<file path="src/rtl/mem_arbiter_if.sv">
// mem_arbiter_if: fetch, data and shared-memory signals between the pipeline, the arbiter and memory.
interface mem_arbiter_if;
    logic        if_req;
    logic [31:0] if_addr;
    logic [31:0] if_rdata;
    logic        if_ack;
    logic        dm_req;
    logic        dm_we;
    logic [31:0] dm_addr;
    logic [31:0] dm_wdata;
    logic [31:0] dm_rdata;
    logic        dm_ack;
    logic        mem_en;
    logic        mem_we;
    logic [31:0] mem_addr;
    logic [31:0] mem_wdata;
    logic [31:0] mem_rdata;
    logic        mem_ready;
    logic        stall_if;
    logic        stall_mem;
    logic        bus_err;
    modport slave (
        input  if_req, if_addr, dm_req, dm_we, dm_addr, dm_wdata, mem_rdata, mem_ready,
        output if_rdata, if_ack, dm_rdata, dm_ack, mem_en, mem_we, mem_addr, mem_wdata,
               stall_if, stall_mem, bus_err
    );
    modport master (
        output if_req, if_addr, dm_req, dm_we, dm_addr, dm_wdata, mem_rdata, mem_ready,
        input  if_rdata, if_ack, dm_rdata, dm_ack, mem_en, mem_we, mem_addr, mem_wdata,
               stall_if, stall_mem, bus_err
    );
endinterface

</file>
<file path="src/rtl/mem_arbiter.sv">
// mem_arbiter: shares one single-port memory between fetch and data ports, data first with a
// streak limit so fetch is not starved, and a timeout that completes a hung access with bus_err.
module mem_arbiter #(
    parameter int DM_STREAK = 4,
    parameter int TIMEOUT   = 15
) (
    input logic          clk,
    input logic          reset,
    mem_arbiter_if.slave bus
);
    localparam int TW = $clog2(TIMEOUT + 1);
    typedef enum logic [1:0] {IDLE, BUSY_IF, BUSY_DM, RESP} state_t;
    state_t        state, state_nxt;
    logic [2:0]    streak;
    logic [TW-1:0] tmo;
    logic [31:0]   lat_addr, lat_wdata, if_rdata, dm_rdata;
    logic          lat_we, owner_dm, err;
    logic          busy, grant_dm, grant_if, expired, if_ack, dm_ack;
    assign busy     = state == BUSY_IF || state == BUSY_DM;
    assign grant_dm = state == IDLE && bus.dm_req && !(streak == 3'(DM_STREAK) && bus.if_req);
    assign grant_if = state == IDLE && bus.if_req && !grant_dm;
    // last allowed BUSY cycle; mem_ready in this cycle still wins
    assign expired  = tmo == TW'(TIMEOUT - 1);
    always_comb begin
        state_nxt = state;
        case (state)
            IDLE:             state_nxt = grant_dm ? BUSY_DM : grant_if ? BUSY_IF : IDLE;
            BUSY_IF, BUSY_DM: state_nxt = (bus.mem_ready || expired) ? RESP : state;
            default:          state_nxt = IDLE;
        endcase
    end
    always_ff @(posedge clk or negedge reset) begin
        if (!reset) state <= IDLE;
        else        state <= state_nxt;
    end
    always_ff @(posedge clk or negedge reset) begin
        if (!reset) begin
            streak    <= '0;
            tmo       <= '0;
            lat_addr  <= '0;
            lat_wdata <= '0;
            lat_we    <= 1'b0;
            owner_dm  <= 1'b0;
            err       <= 1'b0;
            if_rdata  <= '0;
            dm_rdata  <= '0;
        end else begin
            if (grant_dm || grant_if) begin
                lat_addr  <= grant_dm ? bus.dm_addr : bus.if_addr;
                lat_wdata <= grant_dm ? bus.dm_wdata : '0;
                lat_we    <= grant_dm && bus.dm_we;
                owner_dm  <= grant_dm;
                tmo       <= '0;
                streak    <= (grant_dm && bus.if_req) ? streak + 3'd1 : '0;
            end
            if (busy) begin
                err <= !bus.mem_ready;
                if (!bus.mem_ready) tmo <= tmo + TW'(1);
                if (bus.mem_ready && owner_dm && !lat_we) dm_rdata <= bus.mem_rdata;
                if (bus.mem_ready && !owner_dm) if_rdata <= bus.mem_rdata;
            end
        end
    end
    assign if_ack        = state == RESP && !owner_dm;
    assign dm_ack        = state == RESP && owner_dm;
    assign bus.if_ack    = if_ack;
    assign bus.dm_ack    = dm_ack;
    assign bus.bus_err   = state == RESP && err;
    assign bus.if_rdata  = if_rdata;
    assign bus.dm_rdata  = dm_rdata;
    assign bus.mem_en    = busy;
    assign bus.mem_we    = state == BUSY_DM && lat_we;
    assign bus.mem_addr  = lat_addr;
    assign bus.mem_wdata = lat_wdata;
    assign bus.stall_if  = bus.if_req && !if_ack;
    assign bus.stall_mem = bus.dm_req && !dm_ack;
endmodule

</file>
<file path="src/flat_wrapper.sv">
// flat-port wrapper written by rule: the top's interface ports become plain ports
module mem_arbiter_flat 
#(
    parameter int DM_STREAK = 4,
    parameter int TIMEOUT   = 15
)
  (clk, reset, bus_if_req, bus_if_addr, bus_dm_req, bus_dm_we, bus_dm_addr, bus_dm_wdata, bus_mem_rdata, bus_mem_ready, bus_if_rdata, bus_if_ack, bus_dm_rdata, bus_dm_ack, bus_mem_en, bus_mem_we, bus_mem_addr, bus_mem_wdata, bus_stall_if, bus_stall_mem, bus_bus_err);
  mem_arbiter_if bus_i ();
  input logic clk;
  input logic reset;
  input wire logic [$bits(bus_i.if_req)-1:0] bus_if_req;
  input wire logic [$bits(bus_i.if_addr)-1:0] bus_if_addr;
  input wire logic [$bits(bus_i.dm_req)-1:0] bus_dm_req;
  input wire logic [$bits(bus_i.dm_we)-1:0] bus_dm_we;
  input wire logic [$bits(bus_i.dm_addr)-1:0] bus_dm_addr;
  input wire logic [$bits(bus_i.dm_wdata)-1:0] bus_dm_wdata;
  input wire logic [$bits(bus_i.mem_rdata)-1:0] bus_mem_rdata;
  input wire logic [$bits(bus_i.mem_ready)-1:0] bus_mem_ready;
  output wire logic [$bits(bus_i.if_rdata)-1:0] bus_if_rdata;
  output wire logic [$bits(bus_i.if_ack)-1:0] bus_if_ack;
  output wire logic [$bits(bus_i.dm_rdata)-1:0] bus_dm_rdata;
  output wire logic [$bits(bus_i.dm_ack)-1:0] bus_dm_ack;
  output wire logic [$bits(bus_i.mem_en)-1:0] bus_mem_en;
  output wire logic [$bits(bus_i.mem_we)-1:0] bus_mem_we;
  output wire logic [$bits(bus_i.mem_addr)-1:0] bus_mem_addr;
  output wire logic [$bits(bus_i.mem_wdata)-1:0] bus_mem_wdata;
  output wire logic [$bits(bus_i.stall_if)-1:0] bus_stall_if;
  output wire logic [$bits(bus_i.stall_mem)-1:0] bus_stall_mem;
  output wire logic [$bits(bus_i.bus_err)-1:0] bus_bus_err;
  assign bus_i.if_req = bus_if_req;
  assign bus_i.if_addr = bus_if_addr;
  assign bus_i.dm_req = bus_dm_req;
  assign bus_i.dm_we = bus_dm_we;
  assign bus_i.dm_addr = bus_dm_addr;
  assign bus_i.dm_wdata = bus_dm_wdata;
  assign bus_i.mem_rdata = bus_mem_rdata;
  assign bus_i.mem_ready = bus_mem_ready;
  assign bus_if_rdata = bus_i.if_rdata;
  assign bus_if_ack = bus_i.if_ack;
  assign bus_dm_rdata = bus_i.dm_rdata;
  assign bus_dm_ack = bus_i.dm_ack;
  assign bus_mem_en = bus_i.mem_en;
  assign bus_mem_we = bus_i.mem_we;
  assign bus_mem_addr = bus_i.mem_addr;
  assign bus_mem_wdata = bus_i.mem_wdata;
  assign bus_stall_if = bus_i.stall_if;
  assign bus_stall_mem = bus_i.stall_mem;
  assign bus_bus_err = bus_i.bus_err;
  mem_arbiter #(.DM_STREAK(DM_STREAK), .TIMEOUT(TIMEOUT)) u_core (.clk(clk), .reset(reset), .bus(bus_i));
endmodule
</file>
<file path="config.mk">
export PLATFORM = sky130hd
export DESIGN_NAME = mem_arbiter_flat
export DESIGN_NICKNAME = d
export VERILOG_FILES = /design/src/rtl/mem_arbiter_if.sv /design/src/rtl/mem_arbiter.sv /design/src/flat_wrapper.sv
export SDC_FILE = /design/constraint.sdc
export NUM_CORES = 1
export LEC_CHECK = 0
export BUFFER_PORTS_ARGS = -buffer_cell sky130_fd_sc_hd__buf_4
export CAP_MARGIN = 10
export CORE_MARGIN = 2
export CORE_UTILIZATION = 30
export DETAILED_ROUTE_END_ITERATION = 10
export SLEW_MARGIN = 15
export SYNTH_ARGS = -nofsm -noshare
export SYNTH_HDL_FRONTEND = slang
export SYNTH_SLANG_ARGS = --single-unit
</file>
<file path="constraint.sdc">
create_clock -name clk -period 2.2 [get_ports clk]
set_input_delay 0.66 -clock clk [delete_from_list [all_inputs] [get_ports clk]]
set_output_delay 0.66 -clock clk [all_outputs]
set_load 0.01 [all_outputs]
</file>
# After elaboration in Yosys (flattened, before gate mapping)
# Index checks and enable logic that the tools add are counted.
dict set report totals {
  out_inout_bits 135
  word_cells 58
  input_bits 134
  ff_bits 140
}
dict set report op_classes {
  reduce_logical 30
  muxes 10
  add_sub_neg 2
  eq_ne 6
}
# cell n
set ops {}
lappend ops {{$mux 32} 2}
lappend ops {{$logic_and 1x1->1} 16}
lappend ops {{$mux 4} 3}
lappend ops {{$logic_not 1->1} 7}
lappend ops {{$add 4x1->4 const B} 1}
lappend ops {{$eq 2x2->1 const B} 2}
lappend ops {{$eq 4x4->1 const B} 1}
lappend ops {{$mux 2} 2}
lappend ops {{$pmux 2 s2} 1}
lappend ops {{$reduce_and 2->1} 2}
lappend ops {{$add 3x1->3 const B} 1}
lappend ops {{$eq 3x3->1 const B} 1}
lappend ops {{$logic_or 1x1->1} 3}
lappend ops {{$mux 3} 1}
lappend ops {{$eq 2x1->1 const B} 1}
lappend ops {{$logic_not 2->1} 1}
lappend ops {{$ne 2x1->1 const B} 1}
lappend ops {{$reduce_or 2->1} 1}
lappend ops {{$mux 1} 1}

# Depth between registers and ports, before layout
# Gate-level depths: netlist of the first run.
dict set report depth {
  ltp_word 10
  ltp_mapped 8
  depth_no_buf 5
}

# Least setup slack after synthesis of the first run
# Ideal clock, no wire load.
dict set report synth_path {
  path_kind {reg2reg}
  start {reg u_core.state[0]}
  end {reg u_core.if_rdata[0], in the netlist u_core.bus.if_rdata[0]}
  n_path_buf 2
  slack_ns 0.425
  required_ns 2.075
  setup_time_ns 0.125
  path_stages_with_launch 7
  t_arrival_ns 1.650
  period_less_slack_ns 1.775
  path_cell_list {dfrtp_1 > inv_1 > ha_1 > buf_2 > nand3b_1 > buf_2 > mux2_2}
}
dict set report synth_between {
  elab_chain_len 3
  word_cells_on_any_way 4
  classes_between {2 x eq/ne; 2 x reduce/logical}
}
# item line_no
set synth_lines {}
lappend synth_lines {{start: declaration} mem_arbiter.sv:13} ;# state_t state, state_nxt;
lappend synth_lines {{start signal: assignment} mem_arbiter.sv:34} ;# else state <= state_nxt;
lappend synth_lines {{$eq 2x1->1 or $eq 2x2->1 (tied branches)} mem_arbiter.sv:19} ;# assign busy = state == BUSY_IF || state == BUSY_DM;
lappend synth_lines {{$logic_or 1x1->1 (*)} mem_arbiter.sv:19}
lappend synth_lines {{via bus_mem_en} flat_wrapper.sv:23} ;# output wire logic [$bits(bus_i.mem_en)-1:0] bus_mem_en;
lappend synth_lines {{$reduce_and 2->1 (no line) (*)} n/a}
lappend synth_lines {{end signal: assignment} mem_arbiter.sv:60} ;# if (bus.mem_ready && !owner_dm) if_rdata <= bus.mem_rdata;
lappend synth_lines {{end: declaration} mem_arbiter.sv:16} ;# logic [31:0] lat_addr, lat_wdata, if_rdata, dm_rdata;
# The timed path passes the listed nets; every way through them passes the cells marked *.
# A chain may end at the register's enable or synchronous reset.

# Worst setup path in the final report of the first run
dict set report layout_path {
  start {reg u_core.state[0]}
  end {out bus_stall_if}
}
dict set report layout_between {
  elab_chain_len 4
}
# item line_no
set layout_lines {}
lappend layout_lines {{$eq 2x2->1} mem_arbiter.sv:64} ;# assign if_ack = state == RESP && !owner_dm;
lappend layout_lines {{$logic_and 1x1->1} mem_arbiter.sv:64}
lappend layout_lines {{$logic_not 1->1} mem_arbiter.sv:75} ;# assign bus.stall_if = bus.if_req && !if_ack;
lappend layout_lines {{$logic_and 1x1->1} mem_arbiter.sv:75}
lappend layout_lines {{end: declaration} flat_wrapper.sv:27} ;# output wire logic [$bits(bus_i.stall_if)-1:0] bus_stall_if;
# Every way passes these cells.

==> impl_results.md, run 1 <==
* Status: finished, final reports clean
* Final Hold Fails at 0
* Cell types occupying the most area after synthesis: sky130_fd_sc_hd__dfrtp_1 (59%), sky130_fd_sc_hd__mux2_2 (12%), sky130_fd_sc_hd__nand3_1 (6.2%)
* Syn. warnings at 0
* Number of synthesized flops with an enable pin at 0
* Max-slew headroom at 63.3%
* Layout cells sized above 1 at 50.0%
* Number of endpoints failing setup at the final stage at 0
* Fraction of post-synthesis cell area in the top cell type by area at between 50% and 60%
* Arrival time reported for the critical path endpoint at about 1.4 ns
* Maximum clock rate at 476 MHz
* Via density per instance at 4.62
* Global placer's final weighted congestion at 0.758
* Sequential element share of the synthesized area at 59.1%
* Synthesized area at a little under 6000 um^2
* Gr ovfl total at 0
* Post-detailed-route DRC marker count at 0
* Minimum clock period at 2.10 ns
* Antenna violations before repair at 0
* Clock root cell: sky130_fd_sc_hd__clkbuf_16
* Endpoint type of the worst setup path: primary output
* Clock Skews at around 0.010 ns
* Number of standard cells in the layout, taps in and fillers out at 1043
* Final Net Count at 908
* Gate Count Post-Synth at 497
* Via total after detailed routing at ~4.8k
* Routing usage on met1 at 19.1%
* CTS tree: built
* Number of nets with antenna violations after detailed routing at 0
* CTS Sinks at 140
* Unrepaired setup endpoints after global routing: no
* H-tree levels at 4
* CTS clk-pin slew, worst paths at 0.06 ns
* Layer with the highest usage after global routing: met2
* Proportion of synthesized flip-flops having asynchronous set or reset at 100%
* Most frequently used flop master after synthesis: sky130_fd_sc_hd__dfrtp_1
* Die footprint at 20900 um^2
* Largest fanout of any net on the critical path at 4
* Wire length of the first global-routing pass at 25400 um
* Worst-skew pair later-pin latency at 0.41 ns
* Number of buffers created by CTS at 17
* IR drop worst, VDD at 0.000523 V
* Hold Crit Class: in -> async
* Largest net degree at the start of global routing at between 60 and 70
* Die Wd at 145 um
* Detailed-route wire length at 16600 um
* Post-route fraction of the period consumed by the critical path at 95.5%
* Core ar. at 19400 um^2
* Most frequent cells after synthesis: sky130_fd_sc_hd__dfrtp_1 (140), sky130_fd_sc_hd__nand3_1 (73), sky130_fd_sc_hd__mux2_2 (64)
* Slew @ Worst Pin at 0.547 ns
* Mean instance size in the synthesized netlist at ~12 um^2
* Netlist cell types at 31
* Number of placed cells counting well taps at about 1k
* Synthesized Nets at 639
* Number of global-route vias before repair at 4795
* #FFs+latches synth at 140
* Initial standard-cell utilization of the core at 30.5%
* Power density over the cells at approximately 1500 nW/um^2
* Setup TNS after final layout at 0 ns
* Wire length per cell after detailed routing at 16.0 um
* Layout overhead on the synthesized area at 51.6%
* Detailed Route Iter0 Violations at roughly 160
* Register-to-register setup slack at 0.48 ns
* Required time reported for the critical path endpoint at 1.54 ns
* Critical path launch point type: register
* Routing usage on met3 at between 7 and 8%
* Library cell with the highest instance count after synthesis: sky130_fd_sc_hd__dfrtp_1
* Cell type with the highest aggregate area in the netlist: sky130_fd_sc_hd__dfrtp_1
* Y dimension of the die at between 100 and 150 um
* Detailed-placement wirelength estimate at between 10000 and 15000 um
* Gr usage total at 15.7%
* Classification of the worst setup path: reg -> out
* Logic depth of the worst register-to-register path at 6
* # port buffers at 268
* Total of fill cells in the finished design at between 1.5k and 2k
* Number of buffers on the longest clock path at 2
* Placement Rows at 51
* I/O pin total at 269
* Pre-Repair DR Iteration Count at 4
* Reported max-cap violation count at 0
* Leak at 4.42 nW
* N_diodes at 0
* Met2 GRT Util at 24.9%
* Fin. max-slew vios at 0
-- flip-flops by register name, summed over array words and instances (netlist names) --
register,count
u_core.bus.if_rdata,32
u_core.streak,3
u_core.owner_dm,1
u_core.state,2
u_core.err,1
u_core.bus.mem_addr,32
u_core.bus.dm_rdata,32
u_core.lat_we,1
u_core.tmo,4
u_core.bus.mem_wdata,32
-- cell usage in the layout, fill, tap and decap left out, types with 2 or more instances in the layout --
| cell type | instances |
|---|---|
| sky130_fd_sc_hd__o21ai_1 | 29 |
| sky130_fd_sc_hd__inv_6 | 4 |
| sky130_fd_sc_hd__mux2_2 | 64 |
| sky130_fd_sc_hd__bufinv_16 | 4 |
| sky130_fd_sc_hd__a21oi_1 | 3 |
| sky130_fd_sc_hd__inv_1 | 7 |
| sky130_fd_sc_hd__o22ai_1 | 2 |
| sky130_fd_sc_hd__ha_1 | 6 |
| sky130_fd_sc_hd__nor2b_1 | 3 |
| sky130_fd_sc_hd__buf_4 | 277 |
| sky130_fd_sc_hd__buf_12 | 8 |
| sky130_fd_sc_hd__nand2b_1 | 2 |
| sky130_fd_sc_hd__o21ai_0 | 42 |
| sky130_fd_sc_hd__dfrtp_1 | 140 |
| sky130_fd_sc_hd__nand3_1 | 72 |
| sky130_fd_sc_hd__nand2_1 | 37 |
| sky130_fd_sc_hd__and2_1 | 4 |
| sky130_fd_sc_hd__inv_8 | 2 |
| sky130_fd_sc_hd__clkbuf_16 | 17 |
| sky130_fd_sc_hd__mux2i_1 | 33 |
| sky130_fd_sc_hd__clkinvlp_4 | 3 |
-- critical path: stages, from the launching register on --
cell and delay (ns):
sky130_fd_sc_hd__dfrtp_1 0.42, sky130_fd_sc_hd__ha_2 0.21, sky130_fd_sc_hd__nor2b_2 0.17, sky130_fd_sc_hd__nor2b_1 0.11, sky130_fd_sc_hd__buf_4 0.13
-- where the power goes --
group          internal, mW  switching (mW)
combinational          3.02            2.56
clock                  1.92            1.19
sequential             3.80           0.672
total                  8.74            4.42
-- cells by family after synthesis --
kind of cell | after synthesis | synth area share (%)
fa+ha+maj | 8 | 1.69
mux | 97 | 17.7
simple gates | 126 | 10.4
compound gates | 82 | 7.28
xor+xnor | 1 | 0.148
flops | 140 | 59.1
buf+inv | 43 | 3.63
-- final timing paths --
| check | startpoint | endpoint |
|---|---|---|
| worst max-delay path | u_core.state[0] | bus_stall_if |
| worst min-delay path | reset | u_core.bus.dm_rdata[6] |
| worst max register to register | u_core.state[0] | u_core.bus.mem_addr[7] |
| worst min register to register | u_core.bus.if_rdata[26] | u_core.bus.if_rdata[26] |
| max in group asynchronous | reset | u_core.bus.mem_wdata[18] |
| min in group clk | bus_dm_addr[1] | u_core.bus.mem_addr[1] |
-- area by class of cell --
type	count	area, um^2	share of cell area (%)
clock buffer	17	425	4.73
timing repair buffer	286	2250	25.1
sequential	140	3500	39.0
tap	265	332	3.69
multi-input combinational	314	2240	24.9
clock inverter	14	209	2.33
inverter	7	26.3	0.292
-- per-layer routing --
layer  vias up  share of wire (%)  wire, um
met5         -                  0         0
met3        10                 11      1870
met2       216                 46      7650
met1      2308                 42      6960
li1       2286                  -         -
met4         0               0.99       165
-- repair_timing --
action	in CTS	in global routing
endpoints found under the setup margin	2	3
buffers inserted	0	2
resized for setup	2	2
hold buffers	0	0
-- per-stage QoR --
step / hold WS, ns / util, % / instance area (um^2) / total power [mW] / worst slack (ns)
after floorplan: 0.364 / - / 5930 / 7.27 / 0.425
after detailed placement: 0.494 / 42.9 / 8320 / 10.1 / 0.351
after global routing: 0.201 / 46.3 / 8980 / 14.1 / 0.00802
final: 0.184 / 46.3 / 8980 / 13.2 / 0.0984
after global placement: 0.488 / 42.9 / 8320 / 10.0 / 0.382
after CTS: 0.183 / 46.2 / 8960 / 13.3 / 0.00417
Note: power is estimated with default switching activity, not from simulation.
==> inputs of run 2 (changes only) <==
--- a/config.mk
+++ b/config.mk
@@ -5,6 +5,7 @@
 export SDC_FILE = /design/constraint.sdc
 export NUM_CORES = 1
 export LEC_CHECK = 0
+export ABC_AREA = 1
 export BUFFER_PORTS_ARGS = -buffer_cell sky130_fd_sc_hd__buf_4
 export CAP_MARGIN = 10
 export CORE_MARGIN = 2
==> run 2 against run 1 <==
Die area shrank 4.1%; critical path depth grew 1; total power shrank 4.9%; worst setup slack gained 0.029 ns; clock-buffer cell count grew 1; largest power group unchanged; synthesized cell count grew 30%.
==> impl_results.md, run 2 <==
* Number of buffers on the longest clock path at 2 (unchanged)
* Cell type with the highest aggregate area in the netlist: sky130_fd_sc_hd__dfrtp_1
* Detailed-route wire length at 16600 um (about the same)
* Largest fanout of any net on the critical path at 5 (+1)
* Post-detailed-route DRC marker count at 0 (unchanged)
* Number of buffers created by CTS at 17 (unchanged)
* Arrival time reported for the critical path endpoint at 1.41 ns (-0.03 ns)
* Minimum clock period at 2.07 ns (-0.0286 ns)
* Via density per instance at 4.41 (-4.6%)
* Most frequent standard cell in the layout excluding fill and tap cells: sky130_fd_sc_hd__buf_4
* Leak at 4.71 nW (+6.5%)
* Power density over the cells at 1450 nW/um^2 (-1.2%)
* Final Net Count at 1056 (+16%)
* Hold Crit Class: in -> async
* Number of nets with antenna violations after detailed routing at 0 (unchanged)
* Fin. max-slew vios at 0 (unchanged)
* CTS tree: built
* Initial standard-cell utilization of the core at 30.5% (-0.091 points)
* Status: finished, final reports clean
* Die Wd at 142 um (-2.1%)
* Setup TNS after final layout at 0 ns (unchanged)
* Maximum clock rate at 482 MHz (+1.4%)
* Clock Skews at 0.0102 ns (-0.000123 ns)
* Endpoint type of the worst setup path: primary output
* Reported max-cap violation count at 0 (unchanged)
* Most frequent cells after synthesis: sky130_fd_sc_hd__nand2_1 (252), sky130_fd_sc_hd__dfrtp_1 (140), sky130_fd_sc_hd__nand3_1 (73), sky130_fd_sc_hd__o21ai_0 (73), sky130_fd_sc_hd__inv_1 (53)
* Layout cells sized above 1 at 34.5% (-15 points)
* Y dimension of the die at 142 um (-2.1%)
* Number of global-route vias before repair at 5058 (+5.5%)
* Syn. warnings at 0 (unchanged)
* Max-slew headroom at 68.6% (+5.3 points)
* Unrepaired setup endpoints after global routing: no
* Register-to-register setup slack at 0.52 ns (+0.04 ns)
* N_diodes at 0 (unchanged)
* H-tree levels at 4 (unchanged)
* CTS Sinks at 140 (unchanged)
* Critical path launch point type: register
* Sequential element share of the synthesized area at 61.7% (+2.6 points)
* Post CTS Setup Buffer Count at 0 (unchanged)
* Detailed Route Iter0 Violations at 224 (+45%)
* Final Power at 12.5 mW (-4.9%)
* Post-CTS Hold Fix Bufs at 0 (unchanged)
* I/O pin total at 269 (unchanged)
* Most frequent cells in the layout: sky130_fd_sc_hd__buf_4 (276), sky130_fd_sc_hd__nand2_1 (251), sky130_fd_sc_hd__dfrtp_1 (140)
* Worst-skew pair later-pin latency at 0.41 ns (about the same)
* Wire length of the first global-routing pass at 26000 um (+2.5%)
* Cell types occupying the most area after synthesis: sky130_fd_sc_hd__dfrtp_1 (62%), sky130_fd_sc_hd__nand2_1 (17%), sky130_fd_sc_hd__nand3_1 (6.4%)
* Clock root cell: sky130_fd_sc_hd__clkbuf_16
* Die footprint at 20000 um^2 (-4.1%)
* Gr ovfl total at 0 (unchanged)
* IR drop worst, VDD at 0.000553 V (+5.7%)
* Largest net degree at the start of global routing at 65 (-4.4%)
* Gr usage total at 16.5% (+0.75 points)
* Number of synthesized flops with an enable pin at 0 (unchanged)
* Fraction of post-synthesis cell area in the top cell type by area at 61.7% (+2.6 points)
* Gate Count Post-Synth at 644 (+30%)
* Required time reported for the critical path endpoint at 1.54 ns (about the same)
* Most frequently used flop master after synthesis: sky130_fd_sc_hd__dfrtp_1
* Via total after detailed routing at 5117 (+6.2%)
* Layout overhead on the synthesized area at 52.3%
* Synthesized area at 5680 um^2 (-4.2%)
* Antenna violations before repair at 0 (unchanged)
* Global placer's final weighted congestion at 0.744 (-1.8%)
* Number of endpoints failing setup at the final stage at 0 (unchanged)
* CTS clk-pin slew, worst paths at 0.07 ns (about the same)
* Netlist cell types at 17 (-45%)
* Proportion of synthesized flip-flops having asynchronous set or reset at 100% (unchanged)
* Synthesized Nets at 786 (+23%)
* Classification of the worst setup path: reg -> out
* Placement Rows at 50 (-2.0%)
* Slew @ Worst Pin at 0.471 ns (-0.0760 ns)
* Detailed-placement wirelength estimate at 12000 um (+1.6%)
* #FFs+latches synth at 140 (unchanged)
* Pre-Repair DR Iteration Count at 4 (unchanged)
* Post-route fraction of the period consumed by the critical path at 94.2% (-1.3 points)
* # port buffers at 268 (unchanged)
* Resize count post-CTS at 0 (-2)
* Mean instance size in the synthesized netlist at 8.82 um^2 (-26%)
* Wire length per cell after detailed routing at 14.3 um (-10%)
* Library cell with the highest instance count after synthesis: sky130_fd_sc_hd__nand2_1
* Core ar. at 18600 um^2 (-3.9%)
* Final Hold Fails at 0 (unchanged)
[run 2: report_power, final]
part,internal (mW),leakage [nW],switching (mW)
registers,3.76,1.76,0.696
clock network,1.73,0.290,1.18
logic,2.41,2.66,2.75
total,7.90,4.71,4.62
[run 2: area by class of cell]
cell class                      count  area, um^2
Tap cell                          234         293
Inverter                           55         206
Sequential cell                   140        3500
Timing Repair Buffer              283        2200
Fill cell                        1863        9990
Clock inverter                     14         158
Clock buffer                       18         439
Multi-Input combinational cell    417        1850
[run 2: per-layer routing]
layer / vias to the layer above / track usage (%) / wire length, um
met2: 195 / 26.5 / 7760
li1: 2565 / - / -
met3: 24 / 5.37 / 1310
met4: 0 / 5.89 / 306
met1: 2333 / 20.9 / 7270
met5: - / 0 / 0
[run 2: final timing paths]
path,start,to,depth (start not counted)
worst max-delay path,u_core.state[1],bus_stall_if,5
worst min-delay path,reset,u_core.bus.mem_addr[29],1
worst max register to register,u_core.state[0],u_core.streak[1],9
worst min register to register,u_core.bus.mem_wdata[4],u_core.bus.mem_wdata[4],2
max in group asynchronous,reset,u_core.bus.mem_wdata[3],2
min in group clk,bus_dm_wdata[26],u_core.bus.mem_wdata[26],3
[run 2: cell families after synthesis]
logic type,synth area share [%]
AO/OA/AOI/OAI,6.68
XOR/XNOR,0.154
adder cells (fa/ha/maj),1.76
buffers and inverters,6.04
flip-flops,61.7
AND/OR/NAND/NOR,23.7
[run 2: critical path, stage by stage, from the launching register on]
cell	delay [ns]
sky130_fd_sc_hd__dfrtp_1	0.40
sky130_fd_sc_hd__ha_1	0.21
sky130_fd_sc_hd__inv_1	0.05
sky130_fd_sc_hd__nor2_1	0.15
sky130_fd_sc_hd__nor2_1	0.06
sky130_fd_sc_hd__buf_4	0.14
[run 2: metrics by stage]
step | setup slack, ns | hold WS (ns) | cells | util [%] | cell area (um^2)
6_report | 0.127 | 0.180 | 1161 | 46.4 | 8650
5_1_grt | 0.0198 | 0.190 | 1161 | 46.4 | 8650
4_1_cts | 0.0884 | 0.176 | 1161 | 46.4 | 8650
3_5_place_dp | 0.485 | 0.466 | 1129 | 43.2 | 8050
3_3_place_gp | 0.483 | 0.464 | 1129 | 43.2 | 8050
2_1_floorplan | 0.594 | 0.364 | 644 | - | 5680
==> inputs of run 3 (changes only) <==
--- a/config.mk
+++ b/config.mk
@@ -5,11 +5,11 @@
 export SDC_FILE = /design/constraint.sdc
 export NUM_CORES = 1
 export LEC_CHECK = 0
-export ABC_AREA = 1
 export BUFFER_PORTS_ARGS = -buffer_cell sky130_fd_sc_hd__buf_4
 export CAP_MARGIN = 10
 export CORE_MARGIN = 2
 export CORE_UTILIZATION = 30
+export CTS_BUF_LIST = sky130_fd_sc_hd__clkbuf_4
 export DETAILED_ROUTE_END_ITERATION = 10
 export SLEW_MARGIN = 15
 export SYNTH_ARGS = -nofsm -noshare
==> run 3 against run 2 <==
Largest power group unchanged; via count down 5.4%; wire length down 0.36%; critical path depth down 1; sequential share of layout area down 0.42 points; critical endpoint is now bus_stall_mem; core utilization down 1.3 points; the flow now finishes with violations (negative setup slack); sequential power about the same; clock skew up 0.011 ns; highest routed layer unchanged; largest cell class unchanged.
==> impl_results.md, run 3 (synthesis results as in run 1) <==
* Status: finished, violations left
* Violations in the final reports: negative setup slack
* Global placer's final weighted congestion at 0.758 (+1.8%)
* Final Hold Fails at 0 (unchanged)
* Total length of routed met3 wires at 1800 um (+38%)
* Number of buffers created by CTS at 17 (unchanged)
* CTS clk-pin slew, worst paths at 0.15 ns (+0.08 ns)
* Power density over the cells at 1380 nW/um^2 (-4.4%)
* Layout overhead on the synthesized area at 47.5%
* Clock root cell: sky130_fd_sc_hd__clkbuf_4
* Pre-CTS setup slack at 0.351 ns (-0.134 ns)
* Placement-stage cell area at 8320 um^2 (+3.3%)
* Most frequent cells in the layout: sky130_fd_sc_hd__buf_4 (274), sky130_fd_sc_hd__dfrtp_1 (140), sky130_fd_sc_hd__nand3_1 (72)
* Endpoint type of the worst setup path: primary output
* Core ar. at 19400 um^2 (+4.1%)
* Placement Rows at 51 (+2.0%)
* Y dimension of the die at 145 um (+2.1%)
* Detailed-placement wirelength estimate at 11800 um (-1.6%)
* Slew @ Worst Pin at 0.539 ns (+0.0683 ns)
* Classification of the worst setup path: reg -> out
* Die Wd at 145 um (+2.1%)
* I/O pin total at 269 (unchanged)
* Detailed Route Iter0 Violations at 155 (-31%)
* Routed wl met2 at 7620 um (-1.8%)
* Pre-Repair DR Iteration Count at 4 (unchanged)
* Number of nets with antenna violations after detailed routing at 0 (unchanged)
* N_diodes at 0 (unchanged)
* Multi-input combinational cell area at 2250 um^2 (+22%)
* Reported max-cap violation count at 0 (unchanged)
* CTS tree: built
* Required time reported for the critical path endpoint at 1.54 ns (about the same)
* CTS Sinks at 140 (unchanged)
* Top routing layer in use: met4
* Met1 Routed Length at 7050 um (-3.1%)
* Worst-skew pair later-pin latency at 0.53 ns (+0.12 ns)
* Largest net degree at the start of global routing at 68 (+4.6%)
* Via density per instance at 4.63 (+5.0%)
* Master of the slowest instance on the critical path: sky130_fd_sc_hd__dfrtp_1
* Critical path launch point type: register
* Layout cells sized above 1 at 50.4% (+16 points)
* Minimum setup slack in the final design at -0.00296 ns (-0.130 ns)
* Wire length of the first global-routing pass at 25200 um (-2.9%)
* Most frequent standard cell in the layout excluding fill and tap cells: sky130_fd_sc_hd__buf_4
* Critical path's largest stage delay at 0.44 ns (+0.04 ns)
* Post-route fraction of the period consumed by the critical path at 100% (+5.9 points)
* H-tree levels at 4 (unchanged)
* Fin. max-slew vios at 0 (unchanged)
* # port buffers at 268 (unchanged)
* Maximum clock rate at 454 MHz (-5.9%)
* Antenna violations before repair at 0 (unchanged)
* Final Net Count at 911 (-14%)
* Storage cell area at 3500 um^2 (unchanged)
* Detailed-route wire length at 16600 um (-0.36%)
* Number of standard cells in the layout, taps in and fillers out at 1046 (-9.9%)
* Post-detailed-route DRC marker count at 0 (unchanged)
* Total of fill cells in the finished design at 1907 (+2.4%)
* Unrepaired setup endpoints after global routing: yes
* Arrival time reported for the critical path endpoint at 1.54 ns (+0.13 ns)
* Hold Crit Class: in -> reg
* Area of all placed cells without fillers at 8740 um^2 (+1.1%)
* Max-slew headroom at 63.8% (-4.8 points)
* Die footprint at 20900 um^2 (+4.2%)
* Number of endpoints failing setup at the final stage at 2 (+2)
* Cell chain of the critical path: ha_2 -> and2_4 -> nor2b_1 -> buf_4
* Smallest hold slack at 0.340 ns (+0.160 ns)
* Number of global-route vias before repair at 4806 (-5.0%)
* Leak at 4.32 nW (-8.4%)
* Wire length per cell after detailed routing at 15.9 um (+11%)
* Gr ovfl total at 0 (unchanged)
* Number of placed cells counting well taps at 1010 (-11%)
* Register-to-register setup slack at 0.45 ns (-0.07 ns)
* Largest fanout of any net on the critical path at 3 (-2)
* Via total after detailed routing at 4839 (-5.4%)
* Gr usage total at 15.7% (-0.82 points)
* Number of buffers on the longest clock path at 2 (unchanged)
* IR drop worst, VDD at 0.000508 V (-8.1%)
* Initial standard-cell utilization of the core at 30.5% (+0.091 points)
* Setup TNS after final layout at -0.00337 ns (-0.00337 ns)
* Minimum clock period at 2.20 ns (+0.130 ns)
* Clock Skews at 0.0216 ns (+0.0114 ns)
[run 3: worst paths after layout]
| check | start | end | cells after the start |
|---|---|---|---|
| worst max-delay path | u_core.state[0] | bus_stall_mem | 4 |
| worst min-delay path | bus_dm_addr[1] | u_core.bus.mem_addr[1] | 3 |
| worst max register to register | u_core.state[1] | u_core.bus.if_rdata[24] | 6 |
| worst min register to register | u_core.tmo[2] | u_core.tmo[2] | 1 |
| max in group asynchronous | reset | u_core.bus.mem_wdata[14] | 3 |
| min in group asynchronous | reset | u_core.bus.dm_rdata[14] | 2 |
[run 3: what timing repair did]
item                                    in CTS  in global routing
endpoints found under the setup margin       7                  7
hold endpoints to repair                     5                  0
hold buffers                                 1                  0
setup buffers                                2                  2
pin swaps                                    2                  2
gates resized for setup                     12                  1
[run 3: critical path: cells and delay by family, from the launching register on]
family	cells	cell delay, ns
fa+ha+maj	1	0.22
simple gates	2	0.25
flops	1	0.44
buf+inv	1	0.13
[run 3: routing by layer]
metal / track usage, % / vias to the layer above
met5: 0 / -
met4: 4.96 / 0
met3: 7.09 / 9
met2: 24.9 / 211
met1: 19.0 / 2326
li1: - / 2293
[run 3: area by class of cell]
cell class              instances  share of cell area, %
clock buffers                  17                   1.46
clock inverters                14                   2.39
inverters                       7                  0.301
multi-input cells             314                   25.7
flip-flops and latches        140                   40.1
well taps                     265                   3.79
repair buffers                289                   26.3
[run 3: report_power, final]
group / switching (mW) / leakage, nW / total [mW] / internal, mW
Combinational: 2.58 / 2.43 / 5.66 / 3.08
Sequential: 0.676 / 1.72 / 4.46 / 3.78
Clock: 1.04 / 0.170 / 1.97 / 0.927
[run 3: through the flow]
step	util [%]	power [mW]
after floorplan	-	7.27
after global placement	42.9	10.0
after detailed placement	42.9	10.1
after CTS	45.0	12.3
after global routing	45.1	13.0
final	45.1	12.1
